$ cat config.mk
export PLATFORM = sky130hd
export DESIGN_NAME = fifo_lookahead_ctrl_flat
export DESIGN_NICKNAME = d
export VERILOG_FILES = /design/src/rtl/fifo_lookahead_ctrl_pkg.sv /design/src/rtl/fifo_lookahead_ctrl_if.sv /design/src/rtl/fifo_lookahead_ctrl.sv /design/src/flat_wrapper.sv
export SDC_FILE = /design/constraint.sdc
export NUM_CORES = 1
export LEC_CHECK = 0
export ABC_CLOCK_PERIOD_IN_PS = 3790
export BUFFER_PORTS_ARGS = -buffer_cell sky130_fd_sc_hd__buf_2
export CAP_MARGIN = 20
export CORE_AREA = 2 2 45 47
export CTS_CLUSTER_SIZE = 20
export DETAILED_ROUTE_END_ITERATION = 12
export DIE_AREA = 0 0 47 49
export HOLD_SLACK_MARGIN = 0.08
export PLACE_DENSITY = 0.85
export SYNTH_ARGS = -nofsm -noshare
export SYNTH_HDL_FRONTEND = slang
export SYNTH_SLANG_ARGS = --single-unit
export TNS_END_PERCENT = 5
$ cat constraint.sdc
create_clock -name clk -period 3.79 [get_ports clk]
set_input_delay 0.758 -clock clk [delete_from_list [all_inputs] [get_ports clk]]
set_output_delay 0.758 -clock clk [all_outputs]
set_load 0.01 [all_outputs]
$ cat src/rtl/fifo_lookahead_ctrl_pkg.sv
// Shared definitions for the look-ahead FIFO controller and its RAM.
package fifo_lookahead_ctrl_pkg;

  localparam int unsigned ADDR_WIDTH_DEF = 3;
  localparam int unsigned DATA_WIDTH_DEF = 8;
  localparam int unsigned AFULL_TH_DEF   = 6;
  localparam int unsigned AEMPTY_TH_DEF  = 1;

  // Number of words popped in one cycle; rd2 outranks rd.
  typedef enum logic [1:0] {
    POP_NONE = 2'd0,
    POP_ONE  = 2'd1,
    POP_TWO  = 2'd2
  } pop_e;

  // Occupancy flags decoded from the level register.
  typedef struct packed {
    logic empty;
    logic full;
    logic valid2;
    logic almost_full;
    logic almost_empty;
  } flags_t;

  // FIFO depth for a given address width.
  function automatic int unsigned fifo_depth(input int unsigned aw);
    return 32'd1 << aw;
  endfunction

endpackage

$ cat src/rtl/fifo_lookahead_ctrl_if.sv
// Handshake/status bundle between producer/consumer logic and the controller.
interface fifo_lookahead_ctrl_if #(
  parameter int unsigned ADDR_WIDTH = fifo_lookahead_ctrl_pkg::ADDR_WIDTH_DEF
);

  logic                  wr;
  logic                  rd;
  logic                  rd2;
  logic                  clr_err;
  logic                  we;
  logic [ADDR_WIDTH-1:0] w_addr;
  logic [ADDR_WIDTH-1:0] r_addr0;
  logic [ADDR_WIDTH-1:0] r_addr1;
  logic [ADDR_WIDTH:0]   level;
  logic                  empty;
  logic                  full;
  logic                  valid2;
  logic                  almost_full;
  logic                  almost_empty;
  logic                  overflow;
  logic                  underflow;

  // Producer/consumer side.
  modport master (
    output wr, rd, rd2, clr_err,
    input  we, w_addr, r_addr0, r_addr1, level, empty, full, valid2,
           almost_full, almost_empty, overflow, underflow
  );

  // Controller side.
  modport slave (
    input  wr, rd, rd2, clr_err,
    output we, w_addr, r_addr0, r_addr1, level, empty, full, valid2,
           almost_full, almost_empty, overflow, underflow
  );

endinterface

$ cat src/rtl/fifo_lookahead_ctrl.sv
// Pointer/flag controller running a 1W/2R register file as a circular FIFO
// whose head and head+1 words are both visible for single or double pops.
module fifo_lookahead_ctrl
  import fifo_lookahead_ctrl_pkg::*;
#(
  parameter int unsigned ADDR_WIDTH = ADDR_WIDTH_DEF,
  parameter int unsigned AFULL_TH   = AFULL_TH_DEF,
  parameter int unsigned AEMPTY_TH  = AEMPTY_TH_DEF
) (
  input logic                 clk,
  input logic                 reset_n,
  fifo_lookahead_ctrl_if.slave bus
);

  localparam int unsigned DEPTH = fifo_depth(ADDR_WIDTH);
  localparam int unsigned LW    = ADDR_WIDTH + 1;

  logic [ADDR_WIDTH-1:0] head_q, head_d;
  logic [ADDR_WIDTH-1:0] tail_q, tail_d;
  logic [LW-1:0]         level_q, level_d;
  logic                  ovf_q, ovf_d;
  logic                  udf_q, udf_d;

  pop_e                  pop_req;
  logic [LW-1:0]         n_req;
  logic [LW-1:0]         n_acc;
  logic                  pop_rej;
  logic                  pop_ok;
  logic                  push_ok;
  flags_t                flags;

  // Pop request encoding and all-or-nothing accept decision.
  always_comb begin
    pop_req = POP_NONE;
    if (bus.rd2) begin
      pop_req = POP_TWO;
    end else if (bus.rd) begin
      pop_req = POP_ONE;
    end
    n_req   = LW'(pop_req);
    pop_rej = (pop_req != POP_NONE) && (n_req > level_q);
    pop_ok  = (pop_req != POP_NONE) && !pop_rej;
    n_acc   = pop_ok ? n_req : '0;
  end

  // A push into a full FIFO only fits if a pop frees room in the same cycle.
  always_comb begin
    push_ok = bus.wr && ((level_q - n_acc) < LW'(DEPTH));
  end

  // Next pointer, level and sticky error state.
  always_comb begin
    head_d  = head_q + ADDR_WIDTH'(n_acc);
    tail_d  = tail_q + ADDR_WIDTH'(push_ok);
    level_d = level_q + LW'(push_ok) - n_acc;

    ovf_d = ovf_q;
    if (bus.wr && !push_ok) begin
      ovf_d = 1'b1;
    end else if (bus.clr_err) begin
      ovf_d = 1'b0;
    end

    udf_d = udf_q;
    if (pop_rej) begin
      udf_d = 1'b1;
    end else if (bus.clr_err) begin
      udf_d = 1'b0;
    end
  end

  // State registers; reset drops pointers only, RAM contents are left alone.
  always_ff @(posedge clk or negedge reset_n) begin
    if (!reset_n) begin
      head_q  <= '0;
      tail_q  <= '0;
      level_q <= '0;
      ovf_q   <= 1'b0;
      udf_q   <= 1'b0;
    end else begin
      head_q  <= head_d;
      tail_q  <= tail_d;
      level_q <= level_d;
      ovf_q   <= ovf_d;
      udf_q   <= udf_d;
    end
  end

  // Flags are a pure decode of the registered level.
  always_comb begin
    flags              = '0;
    flags.empty        = (level_q == '0);
    flags.full         = (level_q == LW'(DEPTH));
    flags.valid2       = (level_q >= LW'(2));
    flags.almost_full  = (level_q >= LW'(AFULL_TH));
    flags.almost_empty = (level_q <= LW'(AEMPTY_TH));
  end

  assign bus.we           = push_ok;
  assign bus.w_addr       = tail_q;
  assign bus.r_addr0      = head_q;
  assign bus.r_addr1      = head_q + ADDR_WIDTH'(1);
  assign bus.level        = level_q;
  assign bus.empty        = flags.empty;
  assign bus.full         = flags.full;
  assign bus.valid2       = flags.valid2;
  assign bus.almost_full  = flags.almost_full;
  assign bus.almost_empty = flags.almost_empty;
  assign bus.overflow     = ovf_q;
  assign bus.underflow    = udf_q;

endmodule

$ cat src/flat_wrapper.sv
// flat-port wrapper written by rule: the top's interface ports become plain ports
module fifo_lookahead_ctrl_flat import fifo_lookahead_ctrl_pkg::*;
#(
  parameter int unsigned ADDR_WIDTH = ADDR_WIDTH_DEF,
  parameter int unsigned AFULL_TH   = AFULL_TH_DEF,
  parameter int unsigned AEMPTY_TH  = AEMPTY_TH_DEF
)
  (clk, reset_n, bus_wr, bus_rd, bus_rd2, bus_clr_err, bus_we, bus_w_addr, bus_r_addr0, bus_r_addr1, bus_level, bus_empty, bus_full, bus_valid2, bus_almost_full, bus_almost_empty, bus_overflow, bus_underflow);
  fifo_lookahead_ctrl_if #(.ADDR_WIDTH(ADDR_WIDTH)) bus_i ();
  input logic clk;
  input logic reset_n;
  input wire logic [$bits(bus_i.wr)-1:0] bus_wr;
  input wire logic [$bits(bus_i.rd)-1:0] bus_rd;
  input wire logic [$bits(bus_i.rd2)-1:0] bus_rd2;
  input wire logic [$bits(bus_i.clr_err)-1:0] bus_clr_err;
  output wire logic [$bits(bus_i.we)-1:0] bus_we;
  output wire logic [$bits(bus_i.w_addr)-1:0] bus_w_addr;
  output wire logic [$bits(bus_i.r_addr0)-1:0] bus_r_addr0;
  output wire logic [$bits(bus_i.r_addr1)-1:0] bus_r_addr1;
  output wire logic [$bits(bus_i.level)-1:0] bus_level;
  output wire logic [$bits(bus_i.empty)-1:0] bus_empty;
  output wire logic [$bits(bus_i.full)-1:0] bus_full;
  output wire logic [$bits(bus_i.valid2)-1:0] bus_valid2;
  output wire logic [$bits(bus_i.almost_full)-1:0] bus_almost_full;
  output wire logic [$bits(bus_i.almost_empty)-1:0] bus_almost_empty;
  output wire logic [$bits(bus_i.overflow)-1:0] bus_overflow;
  output wire logic [$bits(bus_i.underflow)-1:0] bus_underflow;
  assign bus_i.wr = bus_wr;
  assign bus_i.rd = bus_rd;
  assign bus_i.rd2 = bus_rd2;
  assign bus_i.clr_err = bus_clr_err;
  assign bus_we = bus_i.we;
  assign bus_w_addr = bus_i.w_addr;
  assign bus_r_addr0 = bus_i.r_addr0;
  assign bus_r_addr1 = bus_i.r_addr1;
  assign bus_level = bus_i.level;
  assign bus_empty = bus_i.empty;
  assign bus_full = bus_i.full;
  assign bus_valid2 = bus_i.valid2;
  assign bus_almost_full = bus_i.almost_full;
  assign bus_almost_empty = bus_i.almost_empty;
  assign bus_overflow = bus_i.overflow;
  assign bus_underflow = bus_i.underflow;
  fifo_lookahead_ctrl #(.ADDR_WIDTH(ADDR_WIDTH), .AFULL_TH(AFULL_TH), .AEMPTY_TH(AEMPTY_TH)) u_core (.clk(clk), .reset_n(reset_n), .bus(bus_i));
endmodule
# ---- Word-level counts from Yosys, hierarchy flattened
# Cells that the tools add are included.
dict set report classes {
  order_cmp 5
  reduce_logical 10
  addsub 6
  mux 6
  n_eq_ne 1
}
# op count
set ops {}
lappend ops {{4-bit subtractor} 2}
lappend ops {{2-bit nonzero test} 3}
lappend ops {{4-bit by 1-bit adder with 4-bit output} 1}
lappend ops {{4-bit == test, second input constant} 1}
lappend ops {{4-bit by 2-bit >= comparator with 1-bit output, second input constant} 1}
lappend ops {{4-bit by 3-bit >= comparator with 1-bit output, second input constant} 1}
lappend ops {{2-bit by 4-bit greater-than comparator with 1-bit output} 1}
lappend ops {{4-bit by 1-bit <= comparator with 1-bit output, second input constant} 1}
lappend ops {{1-bit logical AND} 4}
lappend ops {{4-bit logical NOT} 1}
lappend ops {{4-bit less-than comparator, second input constant} 1}
lappend ops {{1-bit 2-to-1 mux} 4}
lappend ops {{2-bit 2-to-1 mux} 2}
lappend ops {{3-bit by 1-bit adder with 3-bit output} 1}
lappend ops {{3-bit by 1-bit adder with 3-bit output, second input constant} 1}
lappend ops {{3-bit adder} 1}
lappend ops {{1-bit logical NOT} 2}
dict set report word_totals {
  elab_cells 33
  input_bits 6
  reg_bits 12
  out_inout_bits 21
}

# ---- Logic depth before layout (Yosys ltp)
dict set report logic_depth {
  word_depth 13
  ltp_mapped 18
  depth_no_buf 18
}

# ---- Worst setup path after synthesis
# OpenSTA, ideal clock, no wires.
dict set report synth_timing {
  path_kind {input to register}
  start {input bus_rd2}
  end {register u_core.level_q[2], in the netlist u_core.bus.level[2]}
  required_ns 3.667
  setup_ns 0.123
  slack_ns 0.273
  path_stages 16
  n_path_buf 0
  t_arrival_ns 3.395
  path_cell_list {nand2b_2 -> ha_1 -> nand2_1 -> o211ai_4 -> nand2_1 -> ha_1 -> inv_1 -> ha_1 -> nor3b_2 -> a22o_4 -> mux2i_1 -> ha_1 -> inv_1 -> ha_1 -> fa_1 -> xnor2_1}
}
dict set report synth_via {
  elab_chain_cells 11
  word_cells_on_any_way 12
  cone_classes {add/sub: 3; order compare: 2; mux: 2; reduce/logical: 5}
}
# item line_no
set synth_lines {}
lappend synth_lines {{from (decl)} flat_wrapper.sv:14} ;# input wire logic [$bits(bus_i.rd2)-1:0] bus_rd2;
lappend synth_lines {{2-bit 2-to-1 mux *} fifo_lookahead_ctrl.sv:35} ;# if (bus.rd2) begin
lappend synth_lines {{2-bit by 4-bit greater-than comparator with 1-bit output / 2-bit nonzero test (equally long branches)} {fifo_lookahead_ctrl.sv:41, fifo_lookahead_ctrl.sv:42}}
lappend synth_lines {{1-bit logical AND} fifo_lookahead_ctrl.sv:41} ;# pop_rej = (pop_req != POP_NONE) && (n_req > level_q);
lappend synth_lines {{1-bit logical NOT} fifo_lookahead_ctrl.sv:42} ;# pop_ok = (pop_req != POP_NONE) && !pop_rej;
lappend synth_lines {{1-bit logical AND} fifo_lookahead_ctrl.sv:42}
lappend synth_lines {{2-bit 2-to-1 mux *} fifo_lookahead_ctrl.sv:43} ;# n_acc = pop_ok ? n_req : '0;
lappend synth_lines {{4-bit subtractor} fifo_lookahead_ctrl.sv:48} ;# push_ok = bus.wr && ((level_q - n_acc) < LW'(DEPTH));
lappend synth_lines {{4-bit less-than comparator} fifo_lookahead_ctrl.sv:48}
lappend synth_lines {{1-bit logical AND} fifo_lookahead_ctrl.sv:48}
lappend synth_lines {{4-bit by 1-bit adder with 4-bit output} fifo_lookahead_ctrl.sv:55} ;# level_d = level_q + LW'(push_ok) - n_acc;
lappend synth_lines {{4-bit subtractor *} fifo_lookahead_ctrl.sv:55}
lappend synth_lines {{net u_core.level_d[2]} fifo_lookahead_ctrl.sv:20} ;# logic [LW-1:0] level_q, level_d;
lappend synth_lines {{to (signal assigned)} fifo_lookahead_ctrl.sv:83} ;# level_q <= level_d;
lappend synth_lines {{to (decl)} fifo_lookahead_ctrl.sv:20}
# The timed path passes the listed nets; every way through them passes the cells marked *.
# A chain may end at the register's enable or synchronous reset.

# ---- Final worst setup path
dict set report layout_timing {
  start {input bus_rd2}
  end {output bus_we}
}
dict set report layout_via {
  elab_chain_cells 9
  word_cells_on_any_way 10
  cone_classes {add/sub: 1; order compare: 2; mux: 2; reduce/logical: 5}
}
# item line_no
set layout_lines {}
lappend layout_lines {{2-bit 2-to-1 mux *} fifo_lookahead_ctrl.sv:35}
lappend layout_lines {{2-bit by 4-bit greater-than comparator with 1-bit output / 2-bit nonzero test (equally long branches)} {fifo_lookahead_ctrl.sv:41, fifo_lookahead_ctrl.sv:42}}
lappend layout_lines {{1-bit logical AND} fifo_lookahead_ctrl.sv:41}
lappend layout_lines {{1-bit logical NOT} fifo_lookahead_ctrl.sv:42}
lappend layout_lines {{1-bit logical AND} fifo_lookahead_ctrl.sv:42}
lappend layout_lines {{2-bit 2-to-1 mux *} fifo_lookahead_ctrl.sv:43}
lappend layout_lines {{4-bit subtractor *} fifo_lookahead_ctrl.sv:48}
lappend layout_lines {{4-bit less-than comparator *} fifo_lookahead_ctrl.sv:48}
lappend layout_lines {{1-bit logical AND *} fifo_lookahead_ctrl.sv:48}
lappend layout_lines {{to (decl)} flat_wrapper.sv:16} ;# output wire logic [$bits(bus_i.we)-1:0] bus_we;
# Mark *: on every way between the ends. The rest lies on a longest branch, timed or not.

==> results.md <==
- Final Core Density: 0.568
- WL met2: 788 um
- Post-CTS sizing: 0
- Switching power: 420 uW
- Clock Skew: 0.00807 ns
- Reg2reg start: u_core.bus.level[1]$_DFF_PN0_
- Final setup viols: 0
- Crit-path max FO: 4
- Initial antenna violation count: 0
- Hold Vio Cnt, Final: 0
- Port Buf Inserts: 26
- Worst-margin pin slew: 0.274 ns
- CTS Hold Bufs: 0
- Metal3 WL: 59 um
- Largest net degree at the start of global routing: 13
- Core Footprint: 1840 sq um
- WL per Instance: 11.3 um
- Clock Power Share: 0.080
- RSZ-0062 raised after global routing: false
- Clock-pin transition on the worst setup and hold timing paths: 0.07 ns
- Clock sinks: 12
- Seq pwr share: 0.282
- Register area share after synthesis: 0.359
- Top Ports: 27
- Leak Pwr: 0.570 nW
- Synth cell types: 25
- Hold crit path type: primary input to async pin
- P&R area growth vs syn: 25.0%
- R2R depth: 16
- Clock Tree Buf Depth: 2
- Synthesized instance count: 77
- Share of post-route cells with drive strength above 1: 0.370
- Pins Over Slew Limit: 0
- CP Class: primary input to output pin
- Clk Latency, worst-skew pair: 0.27 ns
- DP HPWL: 1240 um
- Gpl congestion: 0.842
- Final Instance Area: 1050 sq um
- H-tree depth: 1
- Root Driver: clkbuf_4
- Highest metal used: met4
- Syn avg cell area: 10.9 sq um
- PD cells: 903 nW/um^2
- First-pass GRT wire length: 2730 um
- Switching share of power: 0.445
- Yosys reg bits: 12
- Met1 Wirelength: 616 um
- Worst Hold Slack: 0.354 ns
- Nets: 133
- Diodes inserted: 0
- Drt via density: 4.79
- Gr usage total: 0.164
- Relative slew slack: 0.817
- DRT iter0 DRCs: 3
- Internal: 524 uW
- Combinational group share of total power: 0.638
- Min Tclk post-route: 3.66 ns
- Initial core utilization: 0.454
- Peak supply drop: 319 uV
- Final period util: 0.965
- Die X: 47 um
- Run status: complete, no violations
- CTS tree: done
- Arr. time, crit path: 2.90 ns
- Setup crit start kind: primary input
- Post-synthesis instance area: 837 sq um
- Setup TNS: 0 ns
- Synth warnings: 0
- Critical Path Start: bus_rd2
- Design Power: 945 uW
- Final wirelength: 1520 um
- Number of global-route vias before repair: 653
- DRC Markers: 0
- Setup Buffers After CTS: 0
- Syn_nets: 100
- Die area: 2300 sq um
- Critical path endpoint category: output pin
- Row count: 16
- TritonCTS Buffers: 3
- Fmax: 0.274 GHz
- Total number of vias: 647
- Total grt overflow: 0
- Max-Cap Viols: 0
- First drt pass iteration count: 4
- Worst EP required: 3.03 ns
- Area after DPL: 1020 sq um
- DRT antenna net count: 0
- Die H: 49 um
[metal layers]
| layer | vias up | GRT usage |
|---|---|---|
| met3 | 6 | 0.0259 |
| met1 | 300 | 0.201 |
| met4 | 0 | 0.0972 |
| li1 | 320 | - |
| met2 | 21 | 0.258 |
| met5 | - | 0 |
[registers in the layout, summed over array words and instances, names as in the netlist]
name                  cells
u_core.bus.level          4
u_core.bus.overflow       1
u_core.bus.r_addr0        3
u_core.bus.underflow      1
u_core.bus.w_addr         3
[placed cells by master (no fill, tap or decap)]
| cell | n |
|---|---|
| a31oi_1 | 1 |
| o211ai_4 | 1 |
| nand2_1 | 5 |
| buf_2 | 26 |
| mux2i_1 | 1 |
| ha_2 | 1 |
| clkbuf_4 | 3 |
| nand2_2 | 2 |
| fa_1 | 2 |
| buf_4 | 2 |
| inv_1 | 12 |
| nor2b_4 | 1 |
| o21ai_0 | 1 |
| nand3b_1 | 1 |
| xnor2_1 | 1 |
| dfrtp_1 | 12 |
| nor2b_1 | 3 |
| a21oi_1 | 1 |
| ha_1 | 14 |
| a22o_4 | 1 |
| xor2_1 | 4 |
| nor2_1 | 5 |
| nor3b_2 | 1 |
| o22ai_1 | 1 |
| nand2b_2 | 1 |
| nand4_1 | 1 |
| nor3b_1 | 1 |
| a211o_1 | 1 |
| mux2_4 | 1 |
| nand3_1 | 1 |
[worst max-delay path, cell delays in order]
cell	delay [ns]
buf_2	0.13
nand2b_2	0.19
ha_1	0.29
nand2_2	0.09
o211ai_4	0.08
nand2_2	0.09
ha_2	0.18
inv_1	0.04
ha_1	0.21
nor3b_2	0.17
a22o_4	0.23
mux2_4	0.30
buf_2	0.14
[through the flow]
step                setup WS (ns)  instances
finish                      0.134        135
global route               0.0196        135
CTS                         0.101        135
detailed placement         0.0410        132
global placement            0.138        132
floorplan                   0.273         77
[power groups by stage]
stage	Combinational [mW]	Clock, mW	Sequential (mW)
after detailed placement	0.601	0	0.270
after global placement	0.571	0	0.267
final	0.603	0.0756	0.266
after floorplan	0.376	0	0.295
after CTS	0.606	0.0789	0.268
after global routing	0.698	0.0856	0.280
[path summary, 6_finish.rpt]
check / endpoint / slack [ns]
min in group clk: u_core.bus.w_addr[2]$_DFF_PN0_ / 0.48
worst max-delay path: bus_we / 0.13
worst min register to register: u_core.bus.w_addr[2]$_DFF_PN0_ / 0.48
max in group asynchronous: u_core.bus.level[0]$_DFF_PN0_ / 3.21
worst min-delay path: u_core.bus.w_addr[1]$_DFF_PN0_ / 0.35
worst max register to register: u_core.bus.level[2]$_DFF_PN0_ / 0.55
[synthesized netlist by cell type (all sizes together)]
cell type,instances,area share
nand2b,1,0.010
a31oi,1,0.0075
fa,2,0.048
nor3b,2,0.024
a211o,1,0.010
o21ai,1,0.0060
nand2,7,0.031
nor2b,4,0.039
inv,12,0.054
mux2i,1,0.012
dfrtp,12,0.36
a21oi,1,0.0060
nand3b,1,0.0090
o22ai,1,0.0075
xnor2,1,0.010
mux2,1,0.018
a22o,1,0.021
nor2,5,0.022
xor2,4,0.042
nand3,1,0.0060
nand4,1,0.0075
o211ai,1,0.025
ha,15,0.22
[cell families (layout without fill, tap and decap cells)]
kind of cell	Yosys count	after routing	share of synthesized area
AOI/OAI and AO/OA	7	7	0.0837
DFF	12	12	0.359
buffers and inverters	12	43	0.0538
xor gates and xnor gates	5	5	0.0523
muxes	2	2	0.0299
and+or+nand+nor	22	22	0.149
adders and majority gates	17	17	0.272
[final cells by class]
class,count,area (sq um)
flip-flops and latches,12,300
multi-input cells,53,499
clock buffers,3,22.5
repair buffers,28,145
fillers,159,796
inverters,12,45.0
well taps,27,33.8
No activity file was read; power rests on OpenSTA's default activity.
